--- config.mk ---
export PLATFORM = sky130hd
export DESIGN_NAME = intadd_ctrl
export DESIGN_NICKNAME = d
export VERILOG_FILES = /design/src/rtl/intadd_pkg.sv /design/src/rtl/intadd.sv /design/src/rtl/intadd_cmd_fifo.sv /design/src/rtl/intadd_ctrl.sv
export SDC_FILE = /design/constraint.sdc
export NUM_CORES = 2
export LEC_CHECK = 0
export ABC_AREA = 1
export BUFFER_PORTS_ARGS = -buffer_cell sky130_fd_sc_hd__buf_4
export CORE_MARGIN = 3
export CORE_UTILIZATION = 46
export CTS_BUF_LIST = sky130_fd_sc_hd__clkbuf_2 sky130_fd_sc_hd__clkbuf_4 sky130_fd_sc_hd__clkbuf_8
export DETAILED_ROUTE_END_ITERATION = 16
export GPL_ROUTABILITY_DRIVEN = 1
export HOLD_SLACK_MARGIN = 0.15
export PLACE_DENSITY = 0.72
export RECOVER_POWER = 50
export SETUP_SLACK_MARGIN = 0.1
export SYNTH_ARGS = -nofsm -noshare
export SYNTH_HDL_FRONTEND = slang
export SYNTH_SLANG_ARGS = --single-unit
--- constraint.sdc ---
create_clock -name clk -period 23 [get_ports clk]
set_clock_uncertainty 0.05 [all_clocks]
set_input_delay 1.15 -clock clk [delete_from_list [all_inputs] [get_ports clk]]
set_output_delay 1.15 -clock clk [all_outputs]
set_load 0.05 [all_outputs]
--- src/rtl/intadd_pkg.sv ---
// intadd_pkg: shared constants, state encoding and operand bundle for the intadd controller
package intadd_pkg;
    localparam logic [1:0] PREC_32  = 2'b11;
    localparam logic [1:0] PREC_4_8 = 2'b00;
    localparam logic MODE_32  = 1'b0;
    localparam logic MODE_4_8 = 1'b1;
    typedef enum logic [1:0] {IDLE, EXEC, WB0, WB1} state_t;
    typedef struct packed {
        logic         mode;
        logic [2:0]   sign;
        logic [127:0] src0;
        logic [127:0] src1;
        logic [127:0] src2;
    } op_t;
    // 4-bit element widened to an 8-bit addend; 32-bit sources contribute nothing here
    function automatic logic [7:0] nib_ext(input logic [3:0] n, input logic s, input logic [1:0] p);
        return p == PREC_32 ? 8'd0 : {{4{s & n[3]}}, n};
    endfunction
endpackage

--- src/rtl/intadd.sv ---
// intadd: combinational lane adder, either four 32-bit lanes or thirty-two 4-bit
// elements (per-source signedness) summed into 8-bit results split over two registers
module intadd
    import intadd_pkg::*;
(
    input  logic         inst_valid,
    input  logic [127:0] src_reg0,
    input  logic [127:0] src_reg1,
    input  logic [127:0] src_reg2,
    input  logic [1:0]   precision_s0,
    input  logic [1:0]   precision_s1,
    input  logic [1:0]   precision_s2,
    input  logic         sign_s0,
    input  logic         sign_s1,
    input  logic         sign_s2,
    output logic [127:0] dst_reg0,
    output logic [127:0] dst_reg1
);
    logic [127:0] sum32;
    logic [255:0] sum8;
    logic         wide;
    assign wide = precision_s0 == PREC_32;
    always_comb begin
        sum32 = '0;
        sum8  = '0;
        for (int i = 0; i < 4; i++)
            sum32[32*i +: 32] = (precision_s0 == PREC_32 ? src_reg0[32*i +: 32] : 32'd0)
                              + (precision_s1 == PREC_32 ? src_reg1[32*i +: 32] : 32'd0)
                              + (precision_s2 == PREC_32 ? src_reg2[32*i +: 32] : 32'd0);
        for (int j = 0; j < 32; j++)
            sum8[8*j +: 8] = nib_ext(src_reg0[4*j +: 4], sign_s0, precision_s0)
                           + nib_ext(src_reg1[4*j +: 4], sign_s1, precision_s1)
                           + nib_ext(src_reg2[4*j +: 4], sign_s2, precision_s2);
    end
    assign dst_reg0 = !inst_valid ? '0 : wide ? sum32 : sum8[127:0];
    assign dst_reg1 = !inst_valid || wide ? '0 : sum8[255:128];
endmodule

--- src/rtl/intadd_cmd_fifo.sv ---
// intadd_cmd_fifo: synchronous command FIFO; pushes when full and pops when empty are ignored
module intadd_cmd_fifo #(
    parameter int DEPTH = 2,
    parameter int W     = 8
) (
    input  logic                   clk,
    input  logic                   rst_n,
    input  logic                   push,
    input  logic                   pop,
    input  logic [W-1:0]           din,
    output logic [W-1:0]           dout,
    output logic                   full,
    output logic                   empty,
    output logic [$clog2(DEPTH):0] count
);
    localparam int AW = $clog2(DEPTH);
    logic [W-1:0]  mem [DEPTH];
    logic [AW-1:0] wr_ptr, rd_ptr;
    logic          do_push, do_pop;
    assign full    = count == (AW+1)'(DEPTH);
    assign empty   = count == '0;
    assign do_push = push && !full;
    assign do_pop  = pop && !empty;
    assign dout    = mem[rd_ptr];
    always_ff @(posedge clk)
        if (do_push) mem[wr_ptr] <= din;
    always_ff @(posedge clk) begin
        if (!rst_n) begin
            wr_ptr <= '0;
            rd_ptr <= '0;
            count  <= '0;
        end else begin
            if (do_push) wr_ptr <= wr_ptr + AW'(1);
            if (do_pop) rd_ptr <= rd_ptr + AW'(1);
            count <= count + (AW+1)'(do_push) - (AW+1)'(do_pop);
        end
    end
endmodule

--- src/rtl/intadd_ctrl.sv ---
// intadd_ctrl: buffers add commands, issues each to intadd for one cycle and
// returns one (32-bit) or two (4+8-bit) results over a valid/ready writeback port
module intadd_ctrl
    import intadd_pkg::*;
#(
    parameter int DEPTH = 2,
    parameter int IDXW  = 5,
    parameter int CNTW  = 32
) (
    input  logic            clk,
    input  logic            rst_n,
    input  logic            cmd_valid,
    output logic            cmd_ready,
    input  logic            cmd_mode,
    input  logic [2:0]      cmd_sign,
    input  logic [127:0]    cmd_src0,
    input  logic [127:0]    cmd_src1,
    input  logic [127:0]    cmd_src2,
    input  logic [IDXW-1:0] cmd_dst0_idx,
    input  logic [IDXW-1:0] cmd_dst1_idx,
    output logic            wb_valid,
    input  logic            wb_ready,
    output logic [IDXW-1:0] wb_idx,
    output logic [127:0]    wb_data,
    output logic            wb_last,
    output logic            busy,
    output logic [CNTW-1:0] done_cnt
);
    typedef struct packed {
        op_t            op;
        logic [IDXW-1:0] dst0_idx;
        logic [IDXW-1:0] dst1_idx;
    } cmd_t;
    state_t                 state;
    cmd_t                   in_cmd, head, cur;
    logic                   full, empty, pop, fin, inst_valid;
    logic [$clog2(DEPTH):0] count;
    logic [1:0]             prec;
    logic [127:0]           dst_reg0, dst_reg1, res1;
    assign in_cmd    = {cmd_mode, cmd_sign, cmd_src0, cmd_src1, cmd_src2, cmd_dst0_idx, cmd_dst1_idx};
    assign cmd_ready = !full;
    assign fin       = wb_ready && (state == WB1 || (state == WB0 && cur.op.mode == MODE_32));
    assign pop       = !empty && (state == IDLE || fin);
    assign busy      = state != IDLE || count != '0;
    assign prec      = cur.op.mode == MODE_4_8 ? PREC_4_8 : PREC_32;
    intadd_cmd_fifo #(.DEPTH(DEPTH), .W($bits(cmd_t))) u_fifo (
        .clk   (clk),
        .rst_n (rst_n),
        .push  (cmd_valid && cmd_ready),
        .pop   (pop),
        .din   (in_cmd),
        .dout  (head),
        .full  (full),
        .empty (empty),
        .count (count)
    );
    // Operands come straight from cur, so they stay put outside EXEC
    intadd u_intadd (
        .inst_valid   (inst_valid),
        .src_reg0     (cur.op.src0),
        .src_reg1     (cur.op.src1),
        .src_reg2     (cur.op.mode == MODE_4_8 ? cur.op.src2 : 128'd0),
        .precision_s0 (prec),
        .precision_s1 (prec),
        .precision_s2 (PREC_4_8),
        .sign_s0      (cur.op.sign[0]),
        .sign_s1      (cur.op.sign[1]),
        .sign_s2      (cur.op.mode & cur.op.sign[2]),
        .dst_reg0     (dst_reg0),
        .dst_reg1     (dst_reg1)
    );
    always_ff @(posedge clk) begin
        if (!rst_n) begin
            state      <= IDLE;
            cur        <= '0;
            res1       <= '0;
            inst_valid <= 1'b0;
            wb_valid   <= 1'b0;
            wb_idx     <= '0;
            wb_data    <= '0;
            wb_last    <= 1'b0;
            done_cnt   <= '0;
        end else begin
            inst_valid <= pop;
            if (pop) cur <= head;
            if (fin) begin
                wb_valid <= 1'b0;
                done_cnt <= done_cnt + CNTW'(1);
            end
            case (state)
                IDLE: if (pop) state <= EXEC;
                EXEC: begin
                    state    <= WB0;
                    wb_valid <= 1'b1;
                    wb_idx   <= cur.dst0_idx;
                    wb_data  <= dst_reg0;
                    wb_last  <= cur.op.mode == MODE_32;
                    res1     <= dst_reg1;
                end
                WB0: if (wb_ready) begin
                    if (cur.op.mode == MODE_4_8) begin
                        state   <= WB1;
                        wb_idx  <= cur.dst1_idx;
                        wb_data <= res1;
                        wb_last <= 1'b1;
                    end else state <= pop ? EXEC : IDLE;
                end
                WB1: if (wb_ready) state <= pop ? EXEC : IDLE;
                default: state <= IDLE;
            endcase
        end
    end
endmodule

==> results.yml <==
clock_tree:
  cts.clk_slew.worst_paths_ns: 0.07
  cts_buffers: 240
  cts.repair.resized: 0
  clkSinkCount: 1496
  cts.path.max_buffers: 3
  cts_tree: "built"
  cts-hold-fix-buffers: 19
  worstSkewPairLatency_ns: 1.04
  htree_levels: 4
  cts_root_buf: "clkbuf_8"
  cts_setup_buffers: 0
layout:
  drive_above_1_share_pct: 7.445
  fillers: 15462
  area_growth_pct: 12.99
  fin_cells: 11925
  final_cell_area_mm2: 0.08620
  fin_nets: 10409
route:
  wl_per_cell_um: 21.94
  route.detailed.drc: 0
  ant_nets: 0
  routed_wl_mm: 261.6
  dr.pass1.iters: 6
  vias_per_cell: 5.441
  drt-initial-drc-count: 7081
  dr_total_vias: 64884
yosys:
  ys_warn_count: 0
  seq_area_frac_synth_pct: 49.70
  synth_cell_types: 42
  synthArstFlopShare_pct: 0
  syn_inst: 9080
  synth_area_mm2: 0.07629
  synth_seq_cells: 1496
  synth_fp_nets: 9965
  synthFlopType: "edfxtp_1"
  syn_avg_cell_area_um2: 8.402
  synth-edff-count: 796
sta:
  tightest_slew_ns: 3.962
  slew_violations: 709
  setup_viol: 0
  hold_viol: 0
  fin_setup_tns_ns: 0
  rsz0062_at_grt: "no"
  fmax_ghz: 0.1166
  max_slew_margin_pct: -164.1
  fin_crit_ns: 8.577
  fin_crit_sh_pct: 37.29
floorplan:
  io_pins: 571
  die_area_mm2: 0.1708
  die_w_um: 413.2
  core_area_mm2: 0.1637
  start_util_pct: 46.60
  row_count: 148
  die_h_um: 413.2
status:
  status: "finished with violations"
  violations: "capacitance limit, slew limit"
critical_path:
  crit_type: "in -> reg"
  cp_max_fo: 78
  rrSetupSlack_ns: 15.51
  arrival_ns: 9.46
  start_kind: "primary input"
  cp.required_ns: 23.88
  endpoint_kind: "flop"
flow_run:
  cap_violations: 12
pwr:
  power.leakage_nw: 37.57
  p_per_area_mw_per_mm2: 131.5
  ir_drop_mv: 0.1582
grt:
  overflow: 0
  grt_pass1_vias: 61185
  grt_pass1_wl_mm: 383.7
  track_usage_pct: 29.96
  antenna_found_initial: 14
  grt_max_degree: 181
worst_hold_path:
  hold_class: "in -> reg"
placed_design:
  place_area_mm2: 0.08207
  io_buffers: 570
  dp.cells: 11438
  hpwlAfterDp_mm: 192.4
  gp_congestion: 0.9964
## cells by family (layout without fill, tap and decap cells)
kind of cell,count (synthesis),count (layout),synth area share (%)
buffers and inverters,1630,2288,8.189
DFF,1496,1496,49.70
AOI/OAI and AO/OA,1817,1817,13.06
xor gates and xnor gates,69,69,0.7922
adders and majority gates,483,483,9.850
and+or+nand+nor,3585,3585,18.41
other,0,12,0
## sequential cells by signal (all words and copies together) (netlist names)
| register | flops |
|---|---|
| u_fifo.mem | 796 |
| cur | 398 |
| res1 | 128 |
| wb_data | 128 |
| done_cnt | 32 |
| wb_idx | 5 |
| state | 2 |
| u_fifo.count | 2 |
| inst_valid | 1 |
| u_fifo.rd_ptr | 1 |
| u_fifo.wr_ptr | 1 |
| wb_last | 1 |
| wb_valid | 1 |
## synthesized netlist by cell type, types with 103 or more instances
master,number,area (um2)
a21oi_1,590,2953
a31oi_1,409,2559
buf_2,103,515.5
clkbuf_1,326,1224
dfxtp_1,700,14010
edfxtp_1,796,23900
fa_1,196,3924
ha_1,287,3591
inv_1,1178,4422
nand2_1,2531,9500
nand3_1,291,1456
nor2_1,671,2519
o21ai_0,676,3383
## worst paths after layout
kind                   start                  to  depth (start not counted)
max                    rst_n            res1[43]                          4
min            cmd_src2[126]  u_fifo.mem[1][136]                          1
max reg2reg  u_fifo.count[0]   u_fifo.mem[0][77]                          7
min reg2reg         wb_valid            wb_valid                          2
## layer usage
layer,wire [um],track usage (%),part of all wire (%),vias to the layer above
met2,112800,44.65,43,2644
met3,24860,6.630,9.5,445
li1,-,-,-,30693
met4,11170,12.16,4.3,14
met5,96,0,0.037,-
met1,112600,42.21,43,31088
## stage by stage
stage	setup slack [ns]	hold slack, ns	util (%)	power, mW
2_1_floorplan	4.032	0.3870	-	7.082
3_3_place_gp	17.22	0.4007	50.13	8.788
3_5_place_dp	17.15	0.4091	50.13	8.850
4_1_cts	17.14	0.1505	53.51	11.36
5_1_grt	14.15	0.2068	52.65	11.98
6_report	14.42	0.2731	52.66	11.33
## critical path, stage by stage
cell	delay (ns)
clkbuf_1	2.63
clkinvlp_2	4.10
buf_4	1.19
a21oi_1	0.26
## final cells by class
class                           instances  area [um2]  area share, %
Antenna cell                           12       30.03        0.03484
Clock inverter                         86       730.7         0.8477
Sequential cell                      1496       37920          43.99
Inverter                             1181        4456          5.169
Multi-Input combinational cell       5954       32140          37.29
Clock buffer                          370        4611          5.349
Tap cell                             2175        2721          3.157
Timing Repair Buffer                  651        3590          4.164
## power by group
| group | leakage, nW | total (mW) | internal (mW) | switching (mW) |
|---|---|---|---|---|
| combinational | 21.6 | 4.67 | 1.24 | 3.42 |
| sequential | 13.2 | 4.18 | 3.49 | 0.683 |
| clock | 2.83 | 2.49 | 1.38 | 1.11 |
## cell usage in the layout, fill, tap and decap left out, types with 25 or more instances in the layout
cell / synthesis / routed
nand2_1: 2531 / 2531
inv_1: 1178 / 1174
edfxtp_1: 796 / 796
dfxtp_1: 700 / 697
o21ai_0: 676 / 677
nor2_1: 671 / 673
a21oi_1: 590 / 590
a31oi_1: 409 / 409
clkbuf_1: 326 / 365
clkbuf_8: 0 / 293
nand3_1: 291 / 290
ha_1: 287 / 287
clkbuf_4: 0 / 211
fa_1: 196 / 196
buf_4: 0 / 131
clkinv_2: 0 / 37
xor2_1: 35 / 35
xnor2_1: 34 / 34
nor3_1: 31 / 33
a2bb2oi_1: 31 / 31
a22oi_1: 25 / 25
Note: power is estimated with default switching activity, not from simulation.
